$ cat src/rtl/reg32_serializer.sv
`default_nettype none
// +--------------------------------------------------------------------------+
// | Module   : reg32_serializer                                              |
// | Function : 32-bit parallel-to-serial shifter with valid/ready handshake, |
// |            bit 0 first; define PARITY_EN to append an even-parity bit.   |
// | Revision : 1.0  initial release                                          |
// +--------------------------------------------------------------------------+
module reg32_serializer (
  input  logic        clk,
  input  logic        res,
  input  logic [0:31] data_in,
  input  logic        load_valid,
  output logic        load_ready,
  input  logic        ser_ready,
  output logic        ser_out,
  output logic        ser_valid,
  output logic        frame_start,
  output logic        frame_end
);

  localparam logic [4:0] C_LAST_BIT = 5'd31;

  typedef enum logic [1:0] {
    IDLE  = 2'd0,
    SHIFT = 2'd1
`ifdef PARITY_EN
    , PAR = 2'd2
`endif
  } state_t;

  state_t      r_state, w_state;
  logic [1:31] r_shift, w_shift;
  logic [4:0]  r_count, w_count;
  logic        r_ser_out, w_ser_out;
  logic        r_ser_valid, w_ser_valid;
`ifdef PARITY_EN
  logic        r_par, w_par;
`endif
  logic        w_final;
  logic        w_accept;

  // w_final marks the cycle presenting the last bit of the frame
`ifdef PARITY_EN
  assign w_final = (r_state == PAR);
`else
  assign w_final = (r_state == SHIFT) && (r_count == C_LAST_BIT);
`endif

  assign load_ready  = res && ((r_state == IDLE) || (w_final && ser_ready));
  assign w_accept    = load_valid && load_ready;
  assign frame_start = (r_state == SHIFT) && (r_count == 5'd0);
  assign frame_end   = w_final;
  assign ser_out     = r_ser_out;
  assign ser_valid   = r_ser_valid;

  always_comb begin
    w_state     = r_state;
    w_shift     = r_shift;
    w_count     = r_count;
    w_ser_out   = r_ser_out;
    w_ser_valid = r_ser_valid;
`ifdef PARITY_EN
    w_par       = r_par;
`endif
    if (w_accept) begin
      // bit 0 goes straight to the output register; the rest wait in r_shift
      w_state     = SHIFT;
      w_shift     = data_in[1:31];
      w_count     = 5'd0;
      w_ser_out   = data_in[0];
      w_ser_valid = 1'b1;
`ifdef PARITY_EN
      w_par       = ^data_in;
`endif
    end else if (ser_ready) begin
      case (r_state)
        SHIFT: begin
          if (r_count != C_LAST_BIT) begin
            w_count   = r_count + 5'd1;
            w_ser_out = r_shift[1];
            w_shift   = {r_shift[2:31], 1'b0};
          end else begin
`ifdef PARITY_EN
            w_state   = PAR;
            w_ser_out = r_par;
`else
            w_state     = IDLE;
            w_ser_out   = 1'b0;
            w_ser_valid = 1'b0;
`endif
          end
        end
`ifdef PARITY_EN
        PAR: begin
          w_state     = IDLE;
          w_ser_out   = 1'b0;
          w_ser_valid = 1'b0;
        end
`endif
        default: begin
        end
      endcase
    end
  end

  always_ff @(posedge clk or negedge res) begin
    if (!res) begin
      r_state     <= IDLE;
      r_shift     <= '0;
      r_count     <= 5'd0;
      r_ser_out   <= 1'b0;
      r_ser_valid <= 1'b0;
`ifdef PARITY_EN
      r_par       <= 1'b0;
`endif
    end else begin
      r_state     <= w_state;
      r_shift     <= w_shift;
      r_count     <= w_count;
      r_ser_out   <= w_ser_out;
      r_ser_valid <= w_ser_valid;
`ifdef PARITY_EN
      r_par       <= w_par;
`endif
    end
  end

endmodule
`default_nettype wire

$ cat config.mk
export PLATFORM = sky130hd
export DESIGN_NAME = reg32_serializer
export DESIGN_NICKNAME = d
export VERILOG_FILES = /design/src/rtl/reg32_serializer.sv
export SDC_FILE = /design/constraint.sdc
export NUM_CORES = 1
export LEC_CHECK = 0
export ABC_AREA = 1
export CORE_MARGIN = 2
export CORE_UTILIZATION = 50
export CTS_CLUSTER_DIAMETER = 80
export DETAILED_ROUTE_END_ITERATION = 16
export GPL_ROUTABILITY_DRIVEN = 0
export GPL_TIMING_DRIVEN = 0
export PLACE_DENSITY = 0.76
export REMOVE_ABC_BUFFERS = 1
export SLEW_MARGIN = 15
export SYNTH_ARGS = -nofsm -noshare
export SYNTH_HDL_FRONTEND = slang
export SYNTH_SLANG_ARGS = --single-unit
$ cat constraint.sdc
create_clock -name clk -period 2.4 [get_ports clk]
set_input_delay 0.48 -clock clk [delete_from_list [all_inputs] [get_ports clk]]
set_output_delay 0.48 -clock clk [all_outputs]
set_load 0.01 [all_outputs]
---- Word level (Yosys, flattened, before mapping) ----
Index checks and enable logic that the tools add are counted.
word-level totals
  bits in registers ....................... 40
  output and inout bits ................... 5
operators by class
  $add $sub $neg .......................... 1
  equal/unequal tests ..................... 4
  mux-type cells .......................... 20
  reduce and logical (&&, ||, !) cells .... 14
operators by type and width
  kind                                                             count
  31-bit two-way mux                                               4
  5-bit two-way mux                                                4
  1-bit two-way mux                                                8
  2-bit two-way mux                                                4
  3-bit AND reduction                                              2
  2-bit nonzero test                                               3
  5-bit by 1-bit adder with 5-bit output, second input constant    1
  5-bit == test, second input constant                             1
  1-bit logical AND                                                5
  5-bit logical NOT                                                1
  5-bit != test, second input constant                             1
  2-bit by 1-bit == test with 1-bit output, second input constant  1
  2-bit logical NOT                                                1
  2-bit != test, second input constant                             1
  2-bit AND reduction                                              1
  1-bit logical OR                                                 1

---- Longest topological paths before layout ----
  depth after elaboration ................. 8
  depth in mapped cells ................... 12
  mapped depth without buffers ............ 10

---- Least setup slack after synthesis ----
No wires, ideal clock.
  path type ............................... reg2out
  from .................................... reg r_count[0]
  to ...................................... out load_ready
  arrival ................................. 1.236 ns
  data required time ...................... 1.920 ns
  slack ................................... 0.684 ns
  stages on the path, launching flop included .. 9
  path buffers ............................ 0
  path through ............................ dfrtp_1 -> ha_1 -> inv_1 -> nor2_1 -> ha_1 -> nand2_1 -> nand2_2 -> nand2_1 -> inv_1
on the way
  word-level cells in the longest chain between the ends .. 5
RTL lines
  element                 line  source
  start, declared         33    logic [4:0] r_count, w_count;
  start signal, assigned  119   r_count <= w_count;
  5-bit == test           46    assign w_final = (r_state == SHIFT) && (r_count == C_LAST_BIT);
  1-bit logical AND       46
  1-bit logical AND       49    assign load_ready = res && ((r_state == IDLE) || (w_final && ser_ready));
  1-bit logical OR        49
  1-bit logical AND       49
  end, declared           13    output logic load_ready,
Every way passes these cells.

---- Worst setup path after layout ----
Ends and elaborated chain as after synthesis.

==> summary by stage <==
Route
The first-pass iteration count of the detailed router is 4. After detailed routing, the number of vias per cell comes to 5.16. For this block, the routed nets add up to 5060 microns of wire.

The antenna violation net count after detailed routing is 0. The average wire per standard cell is 12.4 microns. After detailed routing, the number of remaining DRC violations is 0. The routed layout has 2109 vias. The starting DRC count in detailed routing is 232.

Critical path
The worst-path maximum fanout is 2. The worst setup path is captured at an output port. The element type at the critical path start is a flop. The data required time of the critical path is 1920 ps. Data arrives at the worst endpoint at 1780 ps. The critical path is of the flop to output port type.

Logic synthesis
In the synthesized netlist, the number of instances is 325. The most frequent cell after synthesis is sky130_fd_sc_hd__nand2_1. Ranked by instance count, the synthesized netlist is headed by 140 x sky130_fd_sc_hd__nand2_1, 39 x sky130_fd_sc_hd__inv_1, 38 x sky130_fd_sc_hd__dfrtp_1. The number of register bits inferred by synthesis is 38. The cell type with the highest aggregate area in the netlist is sky130_fd_sc_hd__dfrtp_1. The area fraction of the dominant cell type after synthesis is 42.6%. A synthesized cell averages 6.87 sq um.

In this run the cell area of the synthesized design comes to 2230 sq um. In the synthesized netlist the dominant register cell turns out to be sky130_fd_sc_hd__dfrtp_1. After synthesis, flip-flops and latches occupy 42.6% of the total area. The proportion of synthesized flip-flops having asynchronous set or reset is 100%. For this run, the number of Yosys warnings is 0. The synthesized design contains 0 enable-type register cells. In this run, distinct cell masters in the synthesized netlist total 18.

Yosys attributes the largest share of cell area to sky130_fd_sc_hd__dfrtp_1 43%, sky130_fd_sc_hd__nand2_1 24%, sky130_fd_sc_hd__nand4_1 8.7%, sky130_fd_sc_hd__nand3_1 7.6%, sky130_fd_sc_hd__inv_1 6.6%.

Flow run
The tool flagged a number of max-cap violations equal to 0.

Clock tree
The maximum buffer depth of the clock tree is 2. Clock tree synthesis selected as its root buffer the cell sky130_fd_sc_hd__clkbuf_8. The clock drives 38 sinks. Clock-pin slew was measured on the worst setup and hold paths at 80 ps. The number of buffers created by CTS is 5. In this run the number of H-tree levels came out at 2. TritonCTS built the clock tree. The clock network latency to the later pin of the worst-skew pair is 290 ps.

STA
Across the routed clock network, the largest skew measured is 5.63 ps. The max-slew violation count is 0. Setup violations remaining at the end of the flow were counted as 0.

Measured against its own limit, the worst slew margin works out to 45.7%. Based on the critical path, the design can be clocked at up to 0.442 GHz. The final cycle utilization of the critical path is 94.2%. For the pin with the worst max-slew slack, the measured transition is 815 ps. The setup slack of the critical path after layout is 138 ps. The final hold violation count is 0.

Setup repair after global routing left no endpoint under its margin. The worst path needs 2260 ps of the cycle, external delays included.

Floorplan
The chip width is 70.8 microns. The starting utilization of the core area is 51.6%. The floorplan step defined a core boundary enclosing 4320 sq um. The number of primary I/O pins is 41.

The number of standard-cell rows in the floorplan is 24. The height of the die is 70.8 microns. The overall die area is 5020 sq um.

Layout
The number of antenna diodes in the final layout is 0. Fill cells in the final layout number 387. Of the cells placed in the final design, the portion with a size suffix greater than 1 is 5.88%. Cells fill 64.2% of the core in the end. The count of nets after finishing is 395. The area added between synthesis and finish is 24.3%.

Global route
The wire length of the first global-routing pass is 8750 microns. The aggregate global routing overflow is 0. The initial antenna violation count is 0.

Global routing used 21.4% of the available tracks across all layers. The via count of the first global-routing pass came to 1945. Entering global routing, the biggest net connects 71 pins.

Placed design
Input and output buffers added on the ports amount to 40. The HPWL reported at the end of detailed placement is 2700 microns. The worst setup slack before clock tree synthesis is -1160 ps.

Power
Across the VDD grid, the largest voltage drop is 0.415 mV. The power per standard cell area is 880 nW/um^2. The leakage power figure is 0.00159 uW. The completed layout was analyzed and its total power is 2440 uW.

Worst hold path
The class of the most critical hold timing path is input port to asynchronous set/reset pin.

Run status
The run finished with clean final reports.
layer usage:
layer / global-route usage (%) / vias to the layer above / wire length (microns)
li1: - / 1089 / -
met3: 4.56 / 6 / 313
met1: 29.4 / 950 / 2350
met2: 35.0 / 64 / 2350
met4: 5.03 / 0 / 44
met5: 0 / - / 0
critical path: stages, from the launching register on:
cell	delay, ps
sky130_fd_sc_hd__dfrtp_1	390
sky130_fd_sc_hd__ha_1	210
sky130_fd_sc_hd__inv_1	70
sky130_fd_sc_hd__nor2_1	50
sky130_fd_sc_hd__ha_2	190
sky130_fd_sc_hd__nand2_4	120
sky130_fd_sc_hd__nand2_8	60
sky130_fd_sc_hd__nand2_1	90
sky130_fd_sc_hd__inv_1	50
sky130_fd_sc_hd__dlygate4sd2_1	270
layout make-up:
| cell class | count | area, sq um | area share [%] |
|---|---|---|---|
| Sequential cell | 38 | 951 | 34.3 |
| Clock inverter | 1 | 5.00 | 0.180 |
| Inverter | 39 | 146 | 5.28 |
| Multi-Input combinational cell | 228 | 1090 | 39.4 |
| Timing Repair Buffer | 44 | 429 | 15.5 |
| Tap cell | 52 | 65.1 | 2.34 |
| Clock buffer | 7 | 86.3 | 3.11 |
repair_timing:
action / 4_1_cts / 5_1_grt
hold buffers: 0 / 0
gates resized for setup: 11 / 3
endpoints found under the hold margin: 0 / 0
buffers inserted: 4 / 0
endpoints found under the setup margin: 38 / 38
pin swaps: 1 / 0
cloned: 1 / 1
report_power, final:
group | switching, uW | leakage, uW | total (uW) | internal, uW
Sequential | 172 | 0.000483 | 1080 | 906
Clock | 224 | 0.0000482 | 456 | 232
Combinational | 530 | 0.00106 | 908 | 378
placed cells by master, fill, tap and decap left out, types with 2 or more instances in the layout:
cell type / netlist / layout
sky130_fd_sc_hd__nand2_1: 140 / 139
sky130_fd_sc_hd__inv_1: 39 / 39
sky130_fd_sc_hd__dfrtp_1: 38 / 38
sky130_fd_sc_hd__clkdlybuf4s50_1: 0 / 35
sky130_fd_sc_hd__nand3_1: 34 / 33
sky130_fd_sc_hd__nand4_1: 31 / 31
sky130_fd_sc_hd__nor2_1: 11 / 11
sky130_fd_sc_hd__clkbuf_8: 0 / 6
sky130_fd_sc_hd__buf_4: 4 / 5
sky130_fd_sc_hd__nand3_4: 0 / 3
sky130_fd_sc_hd__nand2_4: 0 / 2
sky130_fd_sc_hd__ha_1: 3 / 2
sky130_fd_sc_hd__dlygate4sd2_1: 0 / 2
cells by family (layout without fill, tap and decap cells):
logic type                 after synthesis  count (layout)  share of synthesized area [%]
AOI/OAI and AO/OA                        2               2                          0.560
DFF                                     38              38                           42.6
and+or+nand+nor                        221             223                           43.4
buffers and inverters                   61              91                           11.8
adders and majority gates                3               3                           1.68
final timing paths:
kind                                          from                 endpoint  slack [ps]  cells after the start
max                         r_count[0]$_DFFE_PN0P_               load_ready         140                      9
min                                            res  r_shift[13]$_DFFE_PN0P_         270                      1
max reg2reg                 r_count[0]$_DFFE_PN0P_   r_count[2]$_DFFE_PN0P_         260                      9
min reg2reg                r_shift[26]$_DFFE_PN0P_  r_shift[26]$_DFFE_PN0P_         510                      2
max in group asynchronous                      res   r_shift[1]$_DFFE_PN0P_        1590                      1
min in group clk           r_shift[26]$_DFFE_PN0P_  r_shift[26]$_DFFE_PN0P_         510                      2
state kept, by name, indices dropped and copies added (netlist names):
register / count
r_shift: 31
r_state: 1
ser_out: 1
r_count: 5
metrics by stage:
step / hold slack (ps) / instance area, sq um / TNS (ps) / cells
after floorplan: 184 / 2120 / -3380 / 303
after global placement: 484 / 2580 / -141800 / 395
after detailed placement: 494 / 2580 / -40120 / 395
after CTS: 280 / 2750 / 0 / 408
after global routing: 333 / 2780 / 0 / 409
final: 270 / 2780 / 0 / 409
No activity file was read; power rests on OpenSTA's default activity.
